--- src/rtl/led_link_rx_if.sv ---
// Signal bundle between the inter-board serial line and the slave LED receiver.
// The master side drives the wire and observes the recovered outputs.
interface led_link_rx_if;
    logic       rx_in;
    logic [7:0] led_out;
    logic       frame_valid;
    logic       frame_err;
    logic       link_alive;

    modport master (
        output rx_in,
        input  led_out,
        input  frame_valid,
        input  frame_err,
        input  link_alive
    );

    modport slave (
        input  rx_in,
        output led_out,
        output frame_valid,
        output frame_err,
        output link_alive
    );
endinterface

--- src/rtl/led_link_rx.sv ---
// 8E1 serial receiver for the inter-board LED link. It recovers each LED byte,
// rejects glitches, parity and framing errors, and blanks the display when the link is silent.
module led_link_rx #(
    parameter int CLKS_PER_BIT   = 5208,
    parameter int TIMEOUT_CYCLES = 100000000
) (
    input  logic         clk,
    input  logic         rst,
    led_link_rx_if.slave link
);

    localparam int CNT_W = $clog2(CLKS_PER_BIT);
    localparam int TO_W  = $clog2(TIMEOUT_CYCLES + 1);

    localparam logic [CNT_W-1:0] HALF_TICK = CNT_W'(CLKS_PER_BIT / 2 - 1);
    localparam logic [CNT_W-1:0] FULL_TICK = CNT_W'(CLKS_PER_BIT - 1);
    localparam logic [TO_W-1:0]  TO_MAX    = TO_W'(TIMEOUT_CYCLES);

    typedef enum logic [2:0] {
        IDLE,
        START,
        DATA,
        PARITY,
        STOP,
        WAIT_IDLE
    } state_t;

    state_t           state, state_d;
    logic [1:0]       sync_q;
    logic             rx_s;
    logic [CNT_W-1:0] baud_cnt;
    logic [2:0]       bit_cnt;
    logic [7:0]       shift_reg;
    logic             par_ok;
    logic [TO_W-1:0]  to_cnt, to_next;
    logic             to_expire;

    logic [7:0]       led_q;
    logic             valid_q, err_q, alive_q;

    logic             baud_clr, shift_en, par_en, frame_ok, frame_bad;

    assign rx_s = sync_q[1];

    assign link.led_out     = led_q;
    assign link.frame_valid = valid_q;
    assign link.frame_err   = err_q;
    assign link.link_alive  = alive_q;

    // NOTE: every signal gets a default before the case so no path leaves one unassigned (no latches).
    always_comb begin
        state_d   = state;
        baud_clr  = 1'b0;
        shift_en  = 1'b0;
        par_en    = 1'b0;
        frame_ok  = 1'b0;
        frame_bad = 1'b0;
        unique case (state)
            IDLE: begin
                if (!rx_s) begin
                    baud_clr = 1'b1;
                    state_d  = START;
                end
            end
            START: begin
                if (baud_cnt == HALF_TICK) begin
                    baud_clr = 1'b1;
                    state_d  = rx_s ? IDLE : DATA;
                end
            end
            DATA: begin
                if (baud_cnt == FULL_TICK) begin
                    baud_clr = 1'b1;
                    shift_en = 1'b1;
                    if (bit_cnt == 3'd7) state_d = PARITY;
                end
            end
            PARITY: begin
                if (baud_cnt == FULL_TICK) begin
                    baud_clr = 1'b1;
                    par_en   = 1'b1;
                    state_d  = STOP;
                end
            end
            STOP: begin
                if (baud_cnt == FULL_TICK) begin
                    baud_clr = 1'b1;
                    if (rx_s) begin
                        frame_ok  = par_ok;
                        frame_bad = !par_ok;
                        state_d   = IDLE;
                    end else begin
                        frame_bad = 1'b1;
                        state_d   = WAIT_IDLE;
                    end
                end
            end
            WAIT_IDLE: begin
                if (rx_s) state_d = IDLE;
            end
            default: state_d = IDLE;
        endcase
    end

    // A good frame restarts the silence counter even on the cycle it would saturate.
    always_comb begin
        to_next   = to_cnt;
        to_expire = 1'b0;
        if (frame_ok) begin
            to_next = '0;
        end else if (to_cnt != TO_MAX) begin
            to_next   = to_cnt + 1'b1;
            to_expire = (to_cnt == TO_MAX - 1'b1);
        end
    end

    // NOTE: sequential state uses non-blocking assignments so all flops update together at the edge.
    always_ff @(posedge clk) begin
        if (rst) begin
            state     <= IDLE;
            sync_q    <= 2'b11;
            baud_cnt  <= '0;
            bit_cnt   <= '0;
            shift_reg <= '0;
            par_ok    <= 1'b0;
            to_cnt    <= TO_MAX;
            led_q     <= '0;
            valid_q   <= 1'b0;
            err_q     <= 1'b0;
            alive_q   <= 1'b0;
        end else begin
            state    <= state_d;
            sync_q   <= {sync_q[0], link.rx_in};
            baud_cnt <= baud_clr ? '0 : baud_cnt + 1'b1;

            if (state == IDLE) begin
                bit_cnt <= '0;
            end else if (shift_en) begin
                bit_cnt <= bit_cnt + 1'b1;
            end

            if (shift_en) shift_reg <= {rx_s, shift_reg[7:1]};
            if (par_en)   par_ok    <= ((^shift_reg) == rx_s);

            to_cnt  <= to_next;
            alive_q <= (to_next < TO_MAX);
            valid_q <= frame_ok;
            err_q   <= frame_bad;

            if (frame_ok) begin
                led_q <= shift_reg;
            end else if (to_expire) begin
                led_q <= '0;
            end
        end
    end

endmodule

--- src/flat_wrapper.sv ---
// flat-port wrapper written by rule: the top's interface ports become plain ports
module led_link_rx_flat 
#(
    parameter int CLKS_PER_BIT   = 5208,
    parameter int TIMEOUT_CYCLES = 100000000
)
  (clk, rst, link_rx_in, link_led_out, link_frame_valid, link_frame_err, link_link_alive);
  led_link_rx_if link_i ();
  input  logic clk;
  input  logic rst;
  input wire logic [$bits(link_i.rx_in)-1:0] link_rx_in;
  output wire logic [$bits(link_i.led_out)-1:0] link_led_out;
  output wire logic [$bits(link_i.frame_valid)-1:0] link_frame_valid;
  output wire logic [$bits(link_i.frame_err)-1:0] link_frame_err;
  output wire logic [$bits(link_i.link_alive)-1:0] link_link_alive;
  assign link_i.rx_in = link_rx_in;
  assign link_led_out = link_i.led_out;
  assign link_frame_valid = link_i.frame_valid;
  assign link_frame_err = link_i.frame_err;
  assign link_link_alive = link_i.link_alive;
  led_link_rx #(.CLKS_PER_BIT(CLKS_PER_BIT), .TIMEOUT_CYCLES(TIMEOUT_CYCLES)) u_core (.clk(clk), .rst(rst), .link(link_i));
endmodule
--- config.mk ---
export PLATFORM = sky130hd
export DESIGN_NAME = led_link_rx_flat
export DESIGN_NICKNAME = d
export VERILOG_FILES = /design/src/rtl/led_link_rx_if.sv /design/src/rtl/led_link_rx.sv /design/src/flat_wrapper.sv
export SDC_FILE = /design/constraint.sdc
export NUM_CORES = 1
export LEC_CHECK = 0
export CAP_MARGIN = 20
export CORE_UTILIZATION = 60
export DETAILED_ROUTE_END_ITERATION = 8
export GPL_TIMING_DRIVEN = 0
export PLACE_DENSITY = 0.79
export SLEW_MARGIN = 5
export SYNTH_ARGS = -nofsm -noshare
export SYNTH_HDL_FRONTEND = slang
export SYNTH_SLANG_ARGS = --single-unit
--- constraint.sdc ---
create_clock -name clk -period 3.25 [get_ports clk]
set_input_delay 0.975 -clock clk [delete_from_list [all_inputs] [get_ports clk]]
set_output_delay 0.975 -clock clk [all_outputs]
set_load 0.01 [all_outputs]
# Word-level counts from Yosys, hierarchy flattened
# Index checks and enable logic that the tools add are counted.
# classes
n_addsub	3
n_lt_le_gt_ge	1
eq_ne	18
muxes	26
bitwise_logic	2
n_reduce_logical	9
# ops
operator	count
2-to-1 mux 27 bit	2
adder 27 x 1 -> 27 bit (second input constant)	1
equality test 27 bit (second input constant)	1
less-than comparator 27 bit (second input constant)	1
inequality test 27 bit (second input constant)	1
2-to-1 mux 3 bit	8
case mux 3 bit (6 select lines)	1
2-to-1 mux 8 bit	2
adder 13 x 1 -> 13 bit (second input constant)	1
equality test 13 x 12 -> 1 bit (second input constant)	1
equality test 13 bit (second input constant)	1
inequality test 2 x 1 -> 1 bit (second input constant)	6
2-to-1 mux 1 bit	11
equality test 3 bit (second input constant)	3
parity 8 bit	1
AND reduction 7 bit	1
equality test 3 x 2 -> 1 bit (second input constant)	2
OR reduction 3 bit	2
OR reduction 2 bit	2
adder 3 x 1 -> 3 bit (second input constant)	1
equality test 3 x 1 -> 1 bit (second input constant)	1
logical NOT 3 bit	1
case mux 1 bit (3 select lines)	1
2-to-1 mux 2 bit	1
5 further kinds	6
# totals
reg_bits	68
input_bits	3
out_inout_bits	11
wordCells	70

# Depth between registers and ports, before layout
# Gate-level depths: netlist of run 1.
# logic_depth
depth_word	6
ltp_mapped	9

# Least setup slack after synthesis of run 1
# Ideal clock, no wire load.
# synth_path
path_kind	reg-to-reg
start	register u_core.baud_cnt[5]
end	register u_core.par_ok
arrival_ns	2.156
t_required_ns	3.122
slack_ns	0.966
path_stages_with_launch	8
n_path_buf	0
synth_period_minus_slack_ns	2.284
cell_sequence	dfxtp_1 > or4b_4 > nor4_4 > a2bb2oi_1 > o221ai_2 > or3_4 > mux2i_1 > nor2_1
# synth_via
elab_chain_len	3
# synth_lines
item	line_no	text
start, declared	led_link_rx.sv:31	logic [CNT_W-1:0] baud_cnt;
start signal, assigned	led_link_rx.sv:134	baud_cnt <= baud_clr ? '0 : baud_cnt + 1'b1;
equality test 13 bit	led_link_rx.sv:79	if (baud_cnt == FULL_TICK) begin
2-to-1 mux 1 bit	led_link_rx.sv:79	
2-to-1 mux 1 bit	led_link_rx.sv:58	unique case (state)
end signal, assigned	led_link_rx.sv:143	if (par_en) par_ok <= ((^shift_reg) == rx_s);
end, declared	led_link_rx.sv:34	logic par_ok;
# No other way between the ends.
# A chain may end at the register's enable or synchronous reset.

# Worst setup path in the final report of run 1
# layout_path
start	register u_core.to_cnt[4]
end	register u_core.alive_q (netlist: u_core.link.link_alive)
# layout_via
elab_chain_len	4
word_cells_on_any_way	5
cone_classes	1 x add/sub; 1 x order compare; 1 x eq/ne; 2 x mux
# layout_lines
item	line_no	text
start, declared	led_link_rx.sv:35	logic [TO_W-1:0] to_cnt, to_next;
start signal, assigned	led_link_rx.sv:145	to_cnt <= to_next;
adder 27 x 1 -> 27 bit / inequality test 27 bit (equally long branches)	led_link_rx.sv:112, led_link_rx.sv:111	
2-to-1 mux 27 bit (*)	led_link_rx.sv:111	end else if (to_cnt != TO_MAX) begin
2-to-1 mux 27 bit (*)	led_link_rx.sv:109	if (frame_ok) begin
less-than comparator 27 bit (*)	led_link_rx.sv:146	alive_q <= (to_next < TO_MAX);
end signal, assigned	led_link_rx.sv:146	
end, declared	led_link_rx.sv:39	logic valid_q, err_q, alive_q;
# Every way passes the cells marked *; elsewhere a longest branch is shown, timed or not.

==> flow_metrics.tcl, run 1 <==
set metrics [dict create \
    status "complete, no violations" \
    antenna_left 0 \
    num-nets-final 422 \
    clkSlewWorstSetupHoldPaths_ps 70 \
    critPathCaptureType "flip-flop" \
    diodes 0 \
    grt_max_degree 12 \
    fin_util 0.720 \
    clock_latency_ps 340 \
    slowest_delay_ps 700 \
    p_leak_nw 1.46 \
    startpoint_type "flip-flop" \
    period_needed_ps 2800 \
    reg_top3 "u_core.to_cnt: 27 flops, u_core.baud_cnt: 13 flops" \
    grt_pass1_wl_mm 11.6 \
    die_area_um2 5910 \
    portBuffers 13 \
    finalHoldViolCount 0 \
    die_x_um 76.9 \
    drv_cap 0 \
    ys_seq_area_frac 0.405 \
    overflow 0 \
    drive_above_1_share 0.0907 \
    synthFlopType "dfxtp_1" \
    first_pass_iters 4 \
    dpl.hpwl_mm 4.85 \
    critPathKind "flip-flop to flip-flop" \
    synth-seq-cells 68 \
    fin_cells 489 \
    max_clock_freq_mhz 357 \
    crit_chain "clkbuf_1 > nand4_1 > clkbuf_1 > nor4_1 > nand3_1 > xnor2_1 > nand2_1 > nor4_1 > a311oi_1" \
    finalClockSkew_ps 5.90 \
    htreeDepth 3 \
    registers.top_by_ff_count "u_core.to_cnt" \
    hp-class "flip-flop to flip-flop" \
    cts.sinks 68 \
    crit_path_max_fanout 10 \
    core_um2 5240 \
    syn_inst 390 \
    ctsHoldBuffers 0 \
    ys_types 53 \
    initial_core_util 0.642 \
    grt_pass1_vias 2562 \
    drt_iter0_drc 132 \
    drv_slew 0 \
    cp_top_family "simple AND/OR/NAND/NOR gates" \
    synth_edf_count 0 \
    grtUsageTotal 0.249 \
    finalSetupViolCount 0 \
    p_total_mw 1.57 \
    cts_buffers 9 \
    synth_warnings 0 \
    num_rows 26 \
    vdd_drop_max_mv 0.278 \
    fp.dieH_um 76.9 \
    required_ps 3450 \
    layout_setup_ws_ps 452 \
    clockBufferDepth 2 \
    worst_path_max_delay_cell "nor4_1" \
    cts_root_buffer "clkbuf_8" \
    power.density_nw_per_um2 418 \
    tightest_slew_ps 737 \
    place_ws_ps 544 \
    routed_via_density 5.82 \
    syn-num-nets 398 \
    grt_setup_unrepaired "no" \
    drc 0 \
    area_growth_pct 12.1 \
    vias 2845 \
    post_drt_wl_per_cell_um 14.0 \
    routed_wl_mm 6.86 \
    max_slew_margin 0.504 \
    cp.arrival_ps 3000 \
    cts-resized-gates 0 \
    dp_cells 473 \
    period_share 0.861 \
    largest_reg_flops 27 \
    cts_tree "done" \
    crit_buf_inv 2 \
    grt_antenna_before_repair 0 \
    async_reset_ff_frac 0 \
    tns_ps 0 \
    gp_congestion 0.928 \
    syn_avg_cell_area_um2 8.62 \
    boundaryPins 14 \
    post_cts_buffers 0 \
    synth_area_um2 3360 \
]
-- where the power goes --
| part | switching, mW | total (mW) | leakage, nW | internal (mW) |
|---|---|---|---|---|
| Combinational | 0.0539 | 0.0859 | 0.814 | 0.0320 |
| Sequential | 0.00820 | 0.851 | 0.549 | 0.843 |
| Clock | 0.302 | 0.638 | 0.0982 | 0.335 |
-- synthesized netlist by cell type, types with 8 or more instances --
library cell | number | share of area
a21oi_1 | 12 | 0.018
a22o_1 | 8 | 0.021
clkbuf_1 | 15 | 0.017
dfxtp_1 | 68 | 0.40
inv_1 | 9 | 0.010
mux2i_1 | 11 | 0.033
nand2_1 | 23 | 0.026
nand3_1 | 20 | 0.030
nand4_1 | 11 | 0.020
nor2_1 | 62 | 0.069
nor3_1 | 13 | 0.019
nor4_1 | 9 | 0.017
xnor2_1 | 23 | 0.060
xor2_1 | 22 | 0.057
-- path summary, 6_finish.rpt --
| kind | start | end | slack (ps) | cells after the start |
|---|---|---|---|---|
| worst min register to register | u_core.sync_q[0]$_SDFF_PP1_ | u_core.sync_q[1]$_SDFF_PP1_ | 420 | 1 |
| worst min-delay path | u_core.sync_q[0]$_SDFF_PP1_ | u_core.sync_q[1]$_SDFF_PP1_ | 420 | 1 |
| worst max register to register | u_core.to_cnt[4]$_SDFFE_PP0N_ | u_core.link.link_alive$_SDFF_PP0_ | 450 | 9 |
| worst max-delay path | u_core.to_cnt[4]$_SDFFE_PP0N_ | u_core.link.link_alive$_SDFF_PP0_ | 450 | 9 |
-- layer usage --
| layer | routed length (µm) | part of all wire | GRT usage |
|---|---|---|---|
| met5 | 0 | 0 | 0 |
| met4 | 127 | 0.019 | 0.125 |
| met3 | 401 | 0.058 | 0.0429 |
| met2 | 3100 | 0.45 | 0.408 |
| met1 | 3230 | 0.47 | 0.312 |
-- cells by family (layout without fill, tap and decap cells) --
logic type / after synthesis / in the layout / share of synthesized area
DFF: 68 / 68 / 0.405
and+or+nand+nor: 175 / 175 / 0.269
buffers and inverters: 28 / 57 / 0.0342
xor gates and xnor gates: 45 / 45 / 0.117
adders and majority gates: 5 / 5 / 0.0186
AOI/OAI and AO/OA: 58 / 58 / 0.124
muxes: 11 / 11 / 0.0327
-- through the flow --
| step | cell area (µm²) | hold slack, ps |
|---|---|---|
| final | 3770 | 420 |
| after CTS | 3770 | 423 |
| after global placement | 3580 | 401 |
| after global routing | 3770 | 446 |
| after floorplan | 3360 | 389 |
| after detailed placement | 3580 | 404 |
-- cell type report --
type                    instances  area (µm²)
fillers                       433        1470
well taps                      70        87.6
clock buffers                  12         165
clock inverters                 4        22.5
multi-input cells             294        1890
repair buffers                 13         130
flip-flops and latches         68        1360
inverters                       9        33.8
plain buffers                  19        81.3
-- layout by cell type (no fill, tap or decap), types with 3 or more instances in the layout --
cell             count
inv_1                9
dfxtp_1             68
or2_2                6
xnor2_1             23
a21o_2               6
ha_1                 5
a21oi_1             12
nand4_1             11
clkbuf_1            15
nor3_1              13
nor2_1              62
clkinv_2             3
a22o_1               8
o21bai_1             6
o21ai_0              6
clkbuf_8            12
nand3_1             20
nand2_1             23
xor2_1              22
clkdlybuf4s50_1     13
a31oi_1              6
mux2i_1             11
nor4_1               9
nand4b_1             3
nand3b_1             3
and3_1               3
-- worst reg2reg max path: stages, from the launching register on --
cell	delay [ps]
dfxtp_1	310
clkbuf_1	250
nand4_1	230
clkbuf_1	270
nor4_1	700
nand3_1	200
xnor2_1	180
nand2_1	100
nor4_1	280
a311oi_1	160
Power figures use the tool's default switching activity.
==> run 2: changes to the inputs <==
- PLACE_DENSITY: 0.79 -> 0.83
==> flow_metrics.tcl, run 2 (synthesized netlist as in run 1, its figures left out) <==
set metrics [dict create \
    post_cts_buffers 0 \
    vdd_drop_max_mv 0.313 \
    first_pass_iters 5 \
    period_needed_ps 2700 \
    startpoint_type "flip-flop" \
    gp_congestion 0.902 \
    clkSlewWorstSetupHoldPaths_ps 80 \
    p_leak_nw 1.45 \
    cts-resized-gates 0 \
    hp-class "flip-flop to flip-flop" \
    critPathCaptureType "flip-flop" \
    mostFrequentLayoutCells "68 x dfxtp_1, 62 x nor2_1, 23 x nand2_1, 23 x xnor2_1, 22 x xor2_1" \
    grtUsageTotal 0.258 \
    core_um2 5240 \
    grt_pass1_vias 2643 \
    finalClockSkew_ps 12.3 \
    crit_chain "clkbuf_1 > nand4_1 > clkbuf_1 > nor4_1 > nand3_1 > xnor2_1 > nand2_1 > nor4_1 > a311oi_1" \
    die_area_um2 5910 \
    routed_wl_mm 6.88 \
    required_ps 3470 \
    slowest_delay_ps 690 \
    registers.top_by_ff_count "u_core.to_cnt" \
    tightest_slew_ps 738 \
    worst_path_max_delay_cell "nor4_1" \
    drt_iter0_drc 158 \
    grt_pass1_wl_mm 11.9 \
    finalHoldViolCount 0 \
    crit-reg2reg-launch "u_core.to_cnt[4]$_SDFFE_PP0N_" \
    drive_above_1_share 0.0883 \
    die_x_um 76.9 \
    critPathKind "flip-flop to flip-flop" \
    fp.dieH_um 76.9 \
    drc 0 \
    endpoint "u_core.link.link_alive$_SDFF_PP0_" \
    startpoint "u_core.to_cnt[4]$_SDFFE_PP0N_" \
    grt_antenna_before_repair 0 \
    status "complete, no violations" \
    boundaryPins 14 \
    vias 2788 \
    clock_latency_ps 350 \
    crit_path_max_fanout 10 \
    portBuffers 13 \
    num_rows 26 \
    tns_ps 0 \
    grt_util_met1 0.304 \
    drv_cap 0 \
    area_growth_pct 11.8 \
    grt_setup_unrepaired "no" \
    max_clock_freq_mhz 370 \
    routed_via_density 5.70 \
    met3_usage 0.0798 \
    finalSetupViolCount 0 \
    cts_tree "done" \
    largest_reg_flops 27 \
    htreeDepth 3 \
    rr_worst_depth 9 \
    overflow 0 \
    clockBufferDepth 2 \
    busiest_layer "met2" \
    cts.sinks 68 \
    diodes 0 \
    drv_slew 0 \
    post_drt_wl_per_cell_um 14.1 \
    grt_max_degree 13 \
    cts_root_buffer "clkbuf_8" \
    power.density_nw_per_um2 414 \
    antenna_left 0 \
    p_total_mw 1.55 \
    reg2reg_to "u_core.link.link_alive$_SDFF_PP0_" \
    num-nets-final 422 \
    ctsHoldBuffers 0 \
    dpl.hpwl_mm 4.79 \
    cp.arrival_ps 2930 \
    initial_core_util 0.642 \
    max_slew_margin 0.503 \
    period_share 0.831 \
    grtUsageMet2 0.429 \
    reg_top3 "u_core.to_cnt: 27 flops, u_core.baud_cnt: 13 flops" \
    worst-r2r-setup-slack_ps 550 \
    layout_commonest_cell "dfxtp_1" \
    cts_buffers 9 \
]
==> run 2: cell count changes in the layout (fill, tap and decap cells not counted) <==
cell | before | now
clkinv_2 | 3 | 1
clkbuf_1 | 15 | 16
clkinv_4 | 0 | 2
clkbuf_8 | 12 | 10
clkinvlp_4 | 1 | 2
==> run 2: worst max-delay path, delay by kind of cell (launching register included) <==
kind	cells	cell delay (ps)
xor gates and xnor gates	1	160
buffers and inverters	2	480
and+or+nand+nor	5	1490
AOI/OAI and AO/OA	1	150
DFF	1	310
==> run 2: worst min-delay path by stage <==
stage | from | end | slack, ps | cells past startpoint
global placement | u_core.sync_q[0]$_SDFF_PP1_ | u_core.sync_q[1]$_SDFF_PP1_ | 390 | 1
finish | u_core.sync_q[0]$_SDFF_PP1_ | u_core.sync_q[1]$_SDFF_PP1_ | 410 | 1
floorplan | u_core.sync_q[0]$_SDFF_PP1_ | u_core.sync_q[1]$_SDFF_PP1_ | 390 | 1
detailed placement | u_core.sync_q[0]$_SDFF_PP1_ | u_core.sync_q[1]$_SDFF_PP1_ | 390 | 1
global route | u_core.sync_q[0]$_SDFF_PP1_ | u_core.sync_q[1]$_SDFF_PP1_ | 430 | 1
CTS | u_core.sync_q[0]$_SDFF_PP1_ | u_core.sync_q[1]$_SDFF_PP1_ | 410 | 1
==> run 2: layout make-up <==
cell class	count	area (µm²)
Inverter	9	33.8
Tap cell	70	87.6
Fill cell	414	1480
Clock buffer	11	141
Timing Repair Buffer	13	130
Sequential cell	68	1360
Multi-Input combinational cell	294	1890
Clock inverter	5	37.5
Buffer	19	81.3
==> run 2: per-layer routing <==
layer,wire [µm],share of wire
met1,3130,0.45
met3,368,0.054
met4,163,0.024
met5,0,0
met2,3220,0.47
==> run 2: report_power, final <==
part / total [mW] / switching, mW / internal [mW]
clock: 0.620 / 0.322 / 0.298
sequential: 0.851 / 0.00840 / 0.843
combinational: 0.0837 / 0.0521 / 0.0316
total: 1.55 / 0.382 / 1.17
==> run 2: stage by stage <==
step / hold WS (ps) / setup WS, ps / util / instance area (µm²) / std cells
after floorplan: 389 / 966 / - / 3360 / 390
after global placement: 394 / 586 / 0.684 / 3580 / 473
after detailed placement: 395 / 549 / 0.684 / 3580 / 473
after CTS: 413 / 580 / 0.718 / 3760 / 489
after global routing: 429 / 304 / 0.718 / 3760 / 489
final: 413 / 549 / 0.718 / 3760 / 489
==> run 3: changes to the inputs <==
- clock period: 3.25 -> 2.5 ns (I/O delays scaled with it)
==> flow_metrics.tcl, run 3 (synthesized netlist as in run 1, its figures left out) <==
set metrics [dict create \
    mostFrequentLayoutCells "68 x dfxtp_1, 60 x nor2_1, 23 x nand2_1, 23 x xnor2_1, 21 x xor2_1" \
    htreeDepth 3 \
    reg_top3 "u_core.to_cnt: 27 flops, u_core.baud_cnt: 13 flops" \
    grtUsageTotal 0.259 \
    die_x_um 76.9 \
    num-nets-final 424 \
    ctsHoldBuffers 0 \
    largest_reg_flops 27 \
    vias 2852 \
    grt_pass1_wl_mm 12.0 \
    status "complete, no violations" \
    die_area_um2 5910 \
    grt_antenna_before_repair 0 \
    clock_latency_ps 350 \
    grt_pass1_vias 2655 \
    finalHoldViolCount 0 \
    dp_cells 473 \
    clkSlewWorstSetupHoldPaths_ps 80 \
    portBuffers 13 \
    hp-class "flip-flop to flip-flop" \
    period_needed_ps 2380 \
    first_pass_iters 4 \
    cp_top_family "simple AND/OR/NAND/NOR gates" \
    max_clock_freq_mhz 420 \
    cts_buffers 9 \
    registers.top_by_ff_count "u_core.to_cnt" \
    critPathKind "flip-flop to flip-flop" \
    finalSetupViolCount 0 \
    required_ps 2760 \
    crit_path_max_fanout 10 \
    fin_util 0.735 \
    p_total_mw 2.02 \
    initial_core_util 0.642 \
    crit_buf_inv 2 \
    p_leak_nw 1.51 \
    crit_chain "or4b_4 > nor4_4 > buf_4 > nand3_1 > buf_6 > a32oi_1 > o21bai_1 > o2bb2ai_1 > a311oi_1" \
    grt_max_degree 13 \
    boundaryPins 14 \
    grt_setup_unrepaired "yes" \
    drv_cap 0 \
    max_slew_margin 0.560 \
    dpl-instance-area_um2 3580 \
    cts_root_buffer "clkbuf_8" \
    fin_cells 491 \
    area_growth_pct 14.4 \
    diodes 0 \
    cts_tree "done" \
    dpl.hpwl_mm 4.79 \
    gp_congestion 0.902 \
    cts.sinks 68 \
    post_drt_wl_per_cell_um 14.3 \
    clockBufferDepth 2 \
    final_cell_area_um2 3850 \
    period_share 0.953 \
    core_um2 5240 \
    drv_slew 0 \
    num_rows 26 \
    tightest_slew_ps 660 \
    finalClockSkew_ps 11.8 \
    tns_ps 0 \
    worst_path_max_delay_cell "or4b_4" \
    fp.dieH_um 76.9 \
    cp.arrival_ps 2640 \
    overflow 0 \
    antenna_left 0 \
    critPathCaptureType "flip-flop" \
    drive_above_1_share 0.126 \
    layout_commonest_cell "dfxtp_1" \
    startpoint_type "flip-flop" \
    vdd_drop_max_mv 0.407 \
    power.density_nw_per_um2 525 \
    drt_iter0_drc 151 \
    routed_via_density 5.81 \
    drc 0 \
    routed_wl_mm 7.04 \
    slowest_delay_ps 570 \
]
==> run 3: changes by cell type in the layout (fill, tap and decap cells not counted), sizes merged <==
cell / delta
buf: +6
clkbuf: -4
==> run 3: worst reg2reg max path: stages (launching register included) <==
cell	delay, ps
dfxtp_1	350
or4b_4	570
nor4_4	210
buf_4	180
nand3_1	110
buf_6	170
a32oi_1	180
o21bai_1	90
o2bb2ai_1	150
a311oi_1	280
==> run 3: layout make-up <==
class	count	area, µm²
Buffer	16	73.8
Clock buffer	11	141
Clock inverter	5	37.5
Fill cell	393	1390
Inverter	9	33.8
Multi-Input combinational cell	294	1940
Sequential cell	68	1360
Tap cell	70	87.6
Timing Repair Buffer	18	168
==> run 3: worst paths after layout <==
check        slack [ps]  depth (start not counted)                     startpoint                                end
max                 120                          9  u_core.baud_cnt[5]$_SDFF_PP0_  u_core.link.link_alive$_SDFF_PP0_
min                 410                          1    u_core.sync_q[0]$_SDFF_PP1_        u_core.sync_q[1]$_SDFF_PP1_
max reg2reg         120                          9  u_core.baud_cnt[5]$_SDFF_PP0_  u_core.link.link_alive$_SDFF_PP0_
min reg2reg         410                          1    u_core.sync_q[0]$_SDFF_PP1_        u_core.sync_q[1]$_SDFF_PP1_
==> run 3: metrics by stage <==
stage | hold WS (ps) | worst slack (ps)
2_1_floorplan | 389 | 216
3_3_place_gp | 394 | -116
3_5_place_dp | 395 | -115
4_1_cts | 413 | -6.30
5_1_grt | 429 | 0.191
6_report | 413 | 117
==> run 3: routing by layer <==
layer	vias up	wire, µm	global-route usage
met4	0	255	0.127
met1	1327	3190	0.306
met5	-	0	0
li1	1422	-	-
met2	79	3250	0.421
met3	24	338	0.0810
==> run 3: repair_timing <==
item / in CTS / in global routing
endpoints found under the setup margin: 11 / 36
buffers inserted: 0 / 5
resized for setup: 5 / 12
pin swaps: 1 / 4
==> run 3: power breakdown <==
part           leakage, nW  total (mW)  switching [mW]  internal [mW]
clock network       0.0855       0.806           0.418          0.388
logic                0.876       0.109          0.0680         0.0411
registers            0.549        1.11          0.0108           1.10
